## config.mk

```make
export PLATFORM = sky130hd
export DESIGN_NAME = oj_judge_monitor
export DESIGN_NICKNAME = d
export VERILOG_FILES = /design/src/rtl/oj_judge_monitor.sv
export SDC_FILE = /design/constraint.sdc
export NUM_CORES = 1
export LEC_CHECK = 0
export CAP_MARGIN = 20
export CORE_MARGIN = 3
export CORE_UTILIZATION = 45
export CTS_BUF_LIST = sky130_fd_sc_hd__clkbuf_4
export DETAILED_ROUTE_END_ITERATION = 10
export GPL_TIMING_DRIVEN = 0
export PLACE_DENSITY = 0.78
export SYNTH_ARGS = -nofsm -noshare
export SYNTH_HDL_FRONTEND = slang
export SYNTH_SLANG_ARGS = --single-unit
```

## constraint.sdc

```tcl
create_clock -name clk -period 2.1 [get_ports clk]
set_input_delay 0.42 -clock clk [delete_from_list [all_inputs] [get_ports clk]]
set_output_delay 0.42 -clock clk [all_outputs]
set_load 0.005 [all_outputs]
```

## src/rtl/oj_judge_monitor.sv

```systemverilog
// oj_judge_monitor: judging end of the OJ bench.
// Compares the sampled reference and user outputs over a fixed window after
// a start pulse, counts mismatches, records the first failing sample index
// and issues a pass/fail verdict.
// Optional feature: define OJ_JUDGE_HIST_EN to add the hist_ref/hist_dut
// sample history outputs.
module oj_judge_monitor #(
  parameter int WIN_LEN = 8,
  parameter int SKIP    = 2,
  parameter int CNT_W   = 8,
  parameter int CYC_W   = 8
) (
  input  logic             clk,
  input  logic             rstn,
  input  logic             start,
  input  logic             ref_out,
  input  logic             dut_out,
  output logic             busy,
  output logic             done,
  output logic             pass,
  output logic             mismatch,
  output logic [CNT_W-1:0] mismatch_cnt,
  output logic [CYC_W-1:0] first_err_cyc,
  output logic [CNT_W-1:0] cycle_cnt
`ifdef OJ_JUDGE_HIST_EN
  ,
  output logic [7:0]       hist_ref,
  output logic [7:0]       hist_dut
`endif
);

  // The sample index always needs enough bits to reach WIN_LEN-1, even when
  // the externally visible cycle_cnt is narrower.
  localparam int IDX_W  = (WIN_LEN > 1) ? $clog2(WIN_LEN) : 1;
  localparam int SKIP_W = (SKIP > 1) ? $clog2(SKIP) : 1;
  localparam logic [IDX_W-1:0]  IDX_LAST  = IDX_W'(WIN_LEN - 1);
  localparam logic [SKIP_W-1:0] SKIP_LAST = SKIP_W'((SKIP > 0) ? SKIP - 1 : 0);

  typedef enum logic [1:0] {
    ST_IDLE,
    ST_SKIP,
    ST_RUN,
    ST_DONE
  } state_t;

  state_t            state;
  state_t            next_state;
  logic [IDX_W-1:0]  run_idx;
  logic [SKIP_W-1:0] skip_cnt;
  logic              diff;
  logic              start_run;
  logic              sample;
  logic              last_sample;

  assign diff      = ref_out ^ dut_out;
  assign cycle_cnt = CNT_W'(run_idx);

  // State register; reset aborts any run immediately.
  always_ff @(posedge clk or negedge rstn) begin
    if (!rstn) begin
      state <= ST_IDLE;
    end else begin
      state <= next_state;
    end
  end

  // Next-state decode plus the status outputs derived from the current state.
  always_comb begin
    next_state  = state;
    busy        = 1'b0;
    done        = 1'b0;
    mismatch    = 1'b0;
    start_run   = 1'b0;
    sample      = 1'b0;
    last_sample = 1'b0;
    case (state)
      ST_IDLE: begin
        if (start) begin
          start_run  = 1'b1;
          next_state = (SKIP > 0) ? ST_SKIP : ST_RUN;
        end
      end
      ST_SKIP: begin
        busy = 1'b1;
        if (skip_cnt == SKIP_LAST) begin
          next_state = ST_RUN;
        end
      end
      ST_RUN: begin
        busy     = 1'b1;
        sample   = 1'b1;
        mismatch = diff;
        if (run_idx == IDX_LAST) begin
          last_sample = 1'b1;
          next_state  = ST_DONE;
        end
      end
      ST_DONE: begin
        done = 1'b1;
        if (start) begin
          start_run  = 1'b1;
          next_state = (SKIP > 0) ? ST_SKIP : ST_RUN;
        end
      end
      default: begin
        next_state = ST_IDLE;
      end
    endcase
  end

  // Settle counter: ticks through the ignored cycles that follow a start.
  always_ff @(posedge clk or negedge rstn) begin
    if (!rstn) begin
      skip_cnt <= '0;
    end else if (start_run) begin
      skip_cnt <= '0;
    end else if (state == ST_SKIP && skip_cnt != SKIP_LAST) begin
      skip_cnt <= skip_cnt + 1'b1;
    end
  end

  // Judging datapath: sample index, saturating mismatch count, first error
  // position and the verdict latched together with the final sample.
  always_ff @(posedge clk or negedge rstn) begin
    if (!rstn) begin
      run_idx       <= '0;
      mismatch_cnt  <= '0;
      first_err_cyc <= '1;
      pass          <= 1'b0;
    end else if (start_run) begin
      run_idx       <= '0;
      mismatch_cnt  <= '0;
      first_err_cyc <= '1;
      pass          <= 1'b0;
    end else if (sample) begin
      if (diff && mismatch_cnt != '1) begin
        mismatch_cnt <= mismatch_cnt + 1'b1;
      end
      if (diff && first_err_cyc == '1) begin
        first_err_cyc <= CYC_W'(run_idx);
      end
      if (last_sample) begin
        pass <= (mismatch_cnt == '0) && !diff;
      end else begin
        run_idx <= run_idx + 1'b1;
      end
    end
  end

`ifdef OJ_JUDGE_HIST_EN
  // Sample history: shifts while no mismatch has been seen, so the first
  // mismatching sample ends up frozen in bit 0.
  always_ff @(posedge clk or negedge rstn) begin
    if (!rstn) begin
      hist_ref <= '0;
      hist_dut <= '0;
    end else if (start_run) begin
      hist_ref <= '0;
      hist_dut <= '0;
    end else if (sample && first_err_cyc == '1) begin
      hist_ref <= {hist_ref[6:0], ref_out};
      hist_dut <= {hist_dut[6:0], dut_out};
    end
  end
`endif

endmodule

```

==> Implementation_results.wiki, run 1 <==
{| class="wikitable"
! Metric !! Value
|-
| Number of top-level design ports || 33
|-
| Total leakage power || slightly below 0.7 nW
|-
| Most used cell along the critical path || inv_1
|-
| Final weighted congestion of routability-driven global placement || roughly 0.78
|-
| Std-Cell Core Area || ~0.0023 mm²
|-
| Site Rows || 17
|-
| Final Cycle Share || approximately 95%
|-
| WL per Instance || between 10 and 15 µm
|-
| Starting DRC count in detailed routing || 16
|-
| Placement Setup Slack || -0.236 ns
|-
| Clock skew after layout || about 0.0063 ns
|-
| Max Freq || ~0.50 GHz
|-
| Crit path DAT || ~1.6 ns
|-
| Antenna diode count || 0
|-
| Max-cap viol count || 0
|-
| Reg-to-reg slack, setup || approximately 0.3 ns
|-
| Max stage delay on crit path || about 0.49 ns
|-
| Proportion of power drawn by combinational gates || between 50 and 60%
|-
| Source-to-sink clock delay at the later pin of the worst-skew pair || 0.30 ns
|-
| Total standard cell area after synthesis || 0.00111 mm²
|-
| Initial antenna violation count || 0
|-
| Antenna-violating nets left || 0
|-
| Final max-slew violation count || 0
|-
| Min Clock Period, post-route || 1.99 ns
|-
| Number of hold-repair buffers added at the cts stage || 0
|-
| CTS Buf Count || 3
|-
| Nature of the critical path startpoint || flop
|-
| Maximum number of pins on one net before global-route repair || 20
|-
| Number of design rule violations left after detail routing || 0
|-
| Die area || around 0.0031 mm²
|-
| DIE HEIGHT || approximately 56 µm
|-
| Overflow left after global routing || 0
|-
| Worst path slowest cell || clkdlybuf4s50_1
|-
| Timing startpoint of the critical path || state[0]
|-
| Hold Violations, Final || 0
|-
| Clock tree from TritonCTS || built
|-
| Fraction of power consumed by the clock network || between 10% and 20%
|-
| Number of detailed-route iterations in the first pass || 4
|-
| # port buffers || 27
|-
| Number of vias per cell || ~5.2
|-
| Internal Power || about 1.0 mW
|-
| Number of distinct standard cells referenced by the synthesized netlist || 31
|-
| Width of the die || 55.8 µm
|-
| Yosys warning count || 0
|-
| Root Buffer || clkbuf_4
|-
| Global-route total usage across every layer || roughly 16%
|-
| Final setup margin || ~0.11 ns
|-
| Largest driver fanout on the critical path || 4
|-
| Highest-count cells in the layout ignoring fill and taps || 26 x clkdlybuf4s50_1, 15 x dfrtp_1, 12 x nor2_1
|-
| Vias after detailed routing || approximately 940
|-
| Critical path start-end classification || flop to output port
|-
| Power per unit of standard cell area || approximately 1000 mW/mm²
|-
| Fraction of power spent switching nets || 35.1%
|-
| Final layout net count || between 150 and 200
|-
| Run status || finished, final reports clean
|-
| Initial cell density of the core || between 40 and 50%
|-
| # fillers || 196
|-
| Startpoint of the lowest-slack register-to-register path || mismatch_cnt[1]
|-
| TritonCTS sink count || 19
|-
| Actual slew at the worst max-slew pin || approximately 0.85 ns
|-
| Headroom to the max-slew limit || a little over two fifths
|-
| Sw power || approximately 0.55 mW
|-
| Launch point of the worst hold path || first_err_cyc[1]
|-
| Synthesized area per cell || roughly 9.7 µm²
|-
| Wire length of the first global-routing pass || 4030 µm
|-
| H-Tree Level Count || 1
|-
| Register share of total power || between 30% and 40%
|-
| Largest voltage drop on the vdd net || about 740 µV
|-
| DP Wirelength || roughly 1700 µm
|-
| Register clock-pin slew on the reported worst setup and hold paths || around 0.11 ns
|-
| Number of endpoints failing setup at the final stage || 0
|-
| Post-route total power || approximately 1.6 mW
|-
| Deepest clock path buffer count || 2
|-
| Post-Synthesis Cells || approximately 120
|-
| Kind of path behind the tightest hold check || flop to flop
|-
| Share of synthesized area occupied by flip-flops and latches || approximately 43%
|-
| Number of global-route vias before repair || 909
|-
| Number of flip-flops and latches in the synthesized netlist || 19
|-
| Setup repair after global routing missed its margin || no
|-
| Commonest non-fill, non-tap cell in the layout || clkdlybuf4s50_1
|-
| Kind of end point of the critical path || output port
|-
| Total length of routed wires || around 2400 µm
|-
| CP Cell Sequence || inv_1 > ha_4 > inv_1 > clkdlybuf4s50_1
|-
| Fraction of final layout cells with drive strength greater than 1 || between 10% and 20%
|-
| Required time reported for the critical path endpoint || around 1.7 ns
|-
| Area growth from synthesis to layout || 34.5%
|}
==> Yosys cell counts, drive strengths merged <==
| cell | instances | share of area (%) |
|---|---|---|
| inv | 10 | 3.4 |
| o311ai | 1 | 2.4 |
| clkbuf | 2 | 0.67 |
| nand4 | 2 | 1.1 |
| o31ai | 1 | 0.67 |
| nor2 | 12 | 4.0 |
| nand2b | 1 | 0.56 |
| nand3 | 5 | 2.2 |
| nor3 | 3 | 1.3 |
| mux2i | 5 | 4.5 |
| o211a | 1 | 0.90 |
| or3 | 2 | 1.2 |
| o21ai | 4 | 1.8 |
| a21oi | 5 | 2.2 |
| or4 | 1 | 0.67 |
| dfrtp | 15 | 34 |
| a21o | 3 | 2.0 |
| buf | 9 | 6.1 |
| o32ai | 1 | 0.79 |
| or4b | 1 | 0.90 |
| nand2 | 7 | 2.4 |
| dfstp | 4 | 9.4 |
| conb | 1 | 0.34 |
| nor4 | 3 | 1.7 |
| xor2 | 1 | 1.5 |
| a22o | 1 | 0.79 |
| nand3b | 3 | 2.0 |
| ha | 7 | 7.9 |
| xnor2 | 3 | 2.4 |
| nor2b | 1 | 0.56 |
==> worst paths after layout <==
kind	endpoint	depth (start not counted)
worst max-delay path	busy	4
worst min-delay path	first_err_cyc[1]	1
worst max register to register	mismatch_cnt[5]	5
worst min register to register	first_err_cyc[1]	1
max in group asynchronous	mismatch_cnt[5]	1
min in group asynchronous	skip_cnt	1
==> through the flow <==
step	setup TNS, ns	cells	cell area (µm²)	utilization [%]	hold WS [ns]
global placement	-0.203	174	1440	63.1	0.500
floorplan	0	119	1130	-	0.124
detailed placement	-0.252	174	1440	63.1	0.513
global route	0	180	1500	65.9	0.551
finish	0	180	1500	65.9	0.531
CTS	0	180	1500	65.9	0.533
==> critical path, delay by kind of cell (launching register included) <==
kind	cells	cell delay [ns]
flip-flops	1	0.39
adder cells (fa/ha/maj)	1	0.22
buffers and inverters	3	0.66
==> what timing repair did <==
action | 4_1_cts | 5_1_grt
setup buffers | 2 | 0
endpoints found under the hold margin | 0 | 0
setup endpoints to repair | 2 | 0
gates resized for setup | 4 | 0
==> area by class of cell <==
| type | instances | area (µm²) | share of cell area, % |
|---|---|---|---|
| Clock buffer | 4 | 30.0 | 2.00 |
| Buffer | 11 | 75.1 | 5.01 |
| Multi-Input combinational cell | 79 | 557 | 37.1 |
| Sequential cell | 19 | 480 | 32.1 |
| Tap cell | 28 | 35.0 | 2.34 |
| Inverter | 10 | 37.5 | 2.50 |
| Timing Repair Buffer | 29 | 284 | 18.9 |
==> routing by layer <==
metal | GRT usage, % | up-vias | part of all wire, %
met1 | 20.3 | 467 | 44
met5 | 0 | - | 0
met2 | 26.9 | 18 | 52
met3 | 2.32 | 4 | 3.2
met4 | 7.29 | 0 | 1.1
li1 | - | 455 | -
==> cells by family after synthesis <==
logic type               count (synthesis)  synth area share [%]
multiplexers                             5                  4.49
XOR/XNOR                                 4                  3.82
AND/OR/NAND/NOR                         41                  18.7
flip-flops                              19                  43.1
buffers and inverters                   21                  10.1
adder cells (fa/ha/maj)                  7                  7.86
AO/OA/AOI/OAI                           17                  11.6
other                                    1                 0.336
==> power by group through the flow <==
| stage | sequential, mW | combinational [mW] | clock [mW] |
|---|---|---|---|
| after floorplan | 0.551 | 0.424 | 0 |
| after global placement | 0.557 | 0.748 | 0 |
| after detailed placement | 0.561 | 0.768 | 0 |
| after CTS | 0.557 | 0.825 | 0.205 |
| after global routing | 0.573 | 0.899 | 0.220 |
| final | 0.555 | 0.816 | 0.199 |
==> sequential cells by signal, indices dropped and copies added (netlist names) <==
| register | cells |
|---|---|
| mismatch_cnt | 8 |
| first_err_cyc | 4 |
| run_idx | 3 |
| state | 2 |
| pass | 1 |
| skip_cnt | 1 |
(Power assumes the default switching activity.)
==> run 2: changes to the inputs <==
--- a/config.mk
+++ b/config.mk
@@ -8,10 +8,11 @@
 export CAP_MARGIN = 20
 export CORE_MARGIN = 3
 export CORE_UTILIZATION = 45
-export CTS_BUF_LIST = sky130_fd_sc_hd__clkbuf_4
+export CTS_BUF_LIST = sky130_fd_sc_hd__clkbuf_4 sky130_fd_sc_hd__clkbuf_8
 export DETAILED_ROUTE_END_ITERATION = 10
 export GPL_TIMING_DRIVEN = 0
 export PLACE_DENSITY = 0.78
 export SYNTH_ARGS = -nofsm -noshare
 export SYNTH_HDL_FRONTEND = slang
 export SYNTH_SLANG_ARGS = --single-unit
+export TNS_END_PERCENT = 10
==> results of run 2 <==
Same layout as run 1: the final DEF is identical, and so are final timing and power.
==> run 3: changes to the inputs <==
--- a/config.mk
+++ b/config.mk
@@ -5,6 +5,7 @@
 export SDC_FILE = /design/constraint.sdc
 export NUM_CORES = 1
 export LEC_CHECK = 0
+export ABC_CLOCK_PERIOD_IN_PS = 2100
 export CAP_MARGIN = 20
 export CORE_MARGIN = 3
 export CORE_UTILIZATION = 45
==> results of run 3 <==
Same layout as run 1: the final DEF is identical, and so are final timing and power.
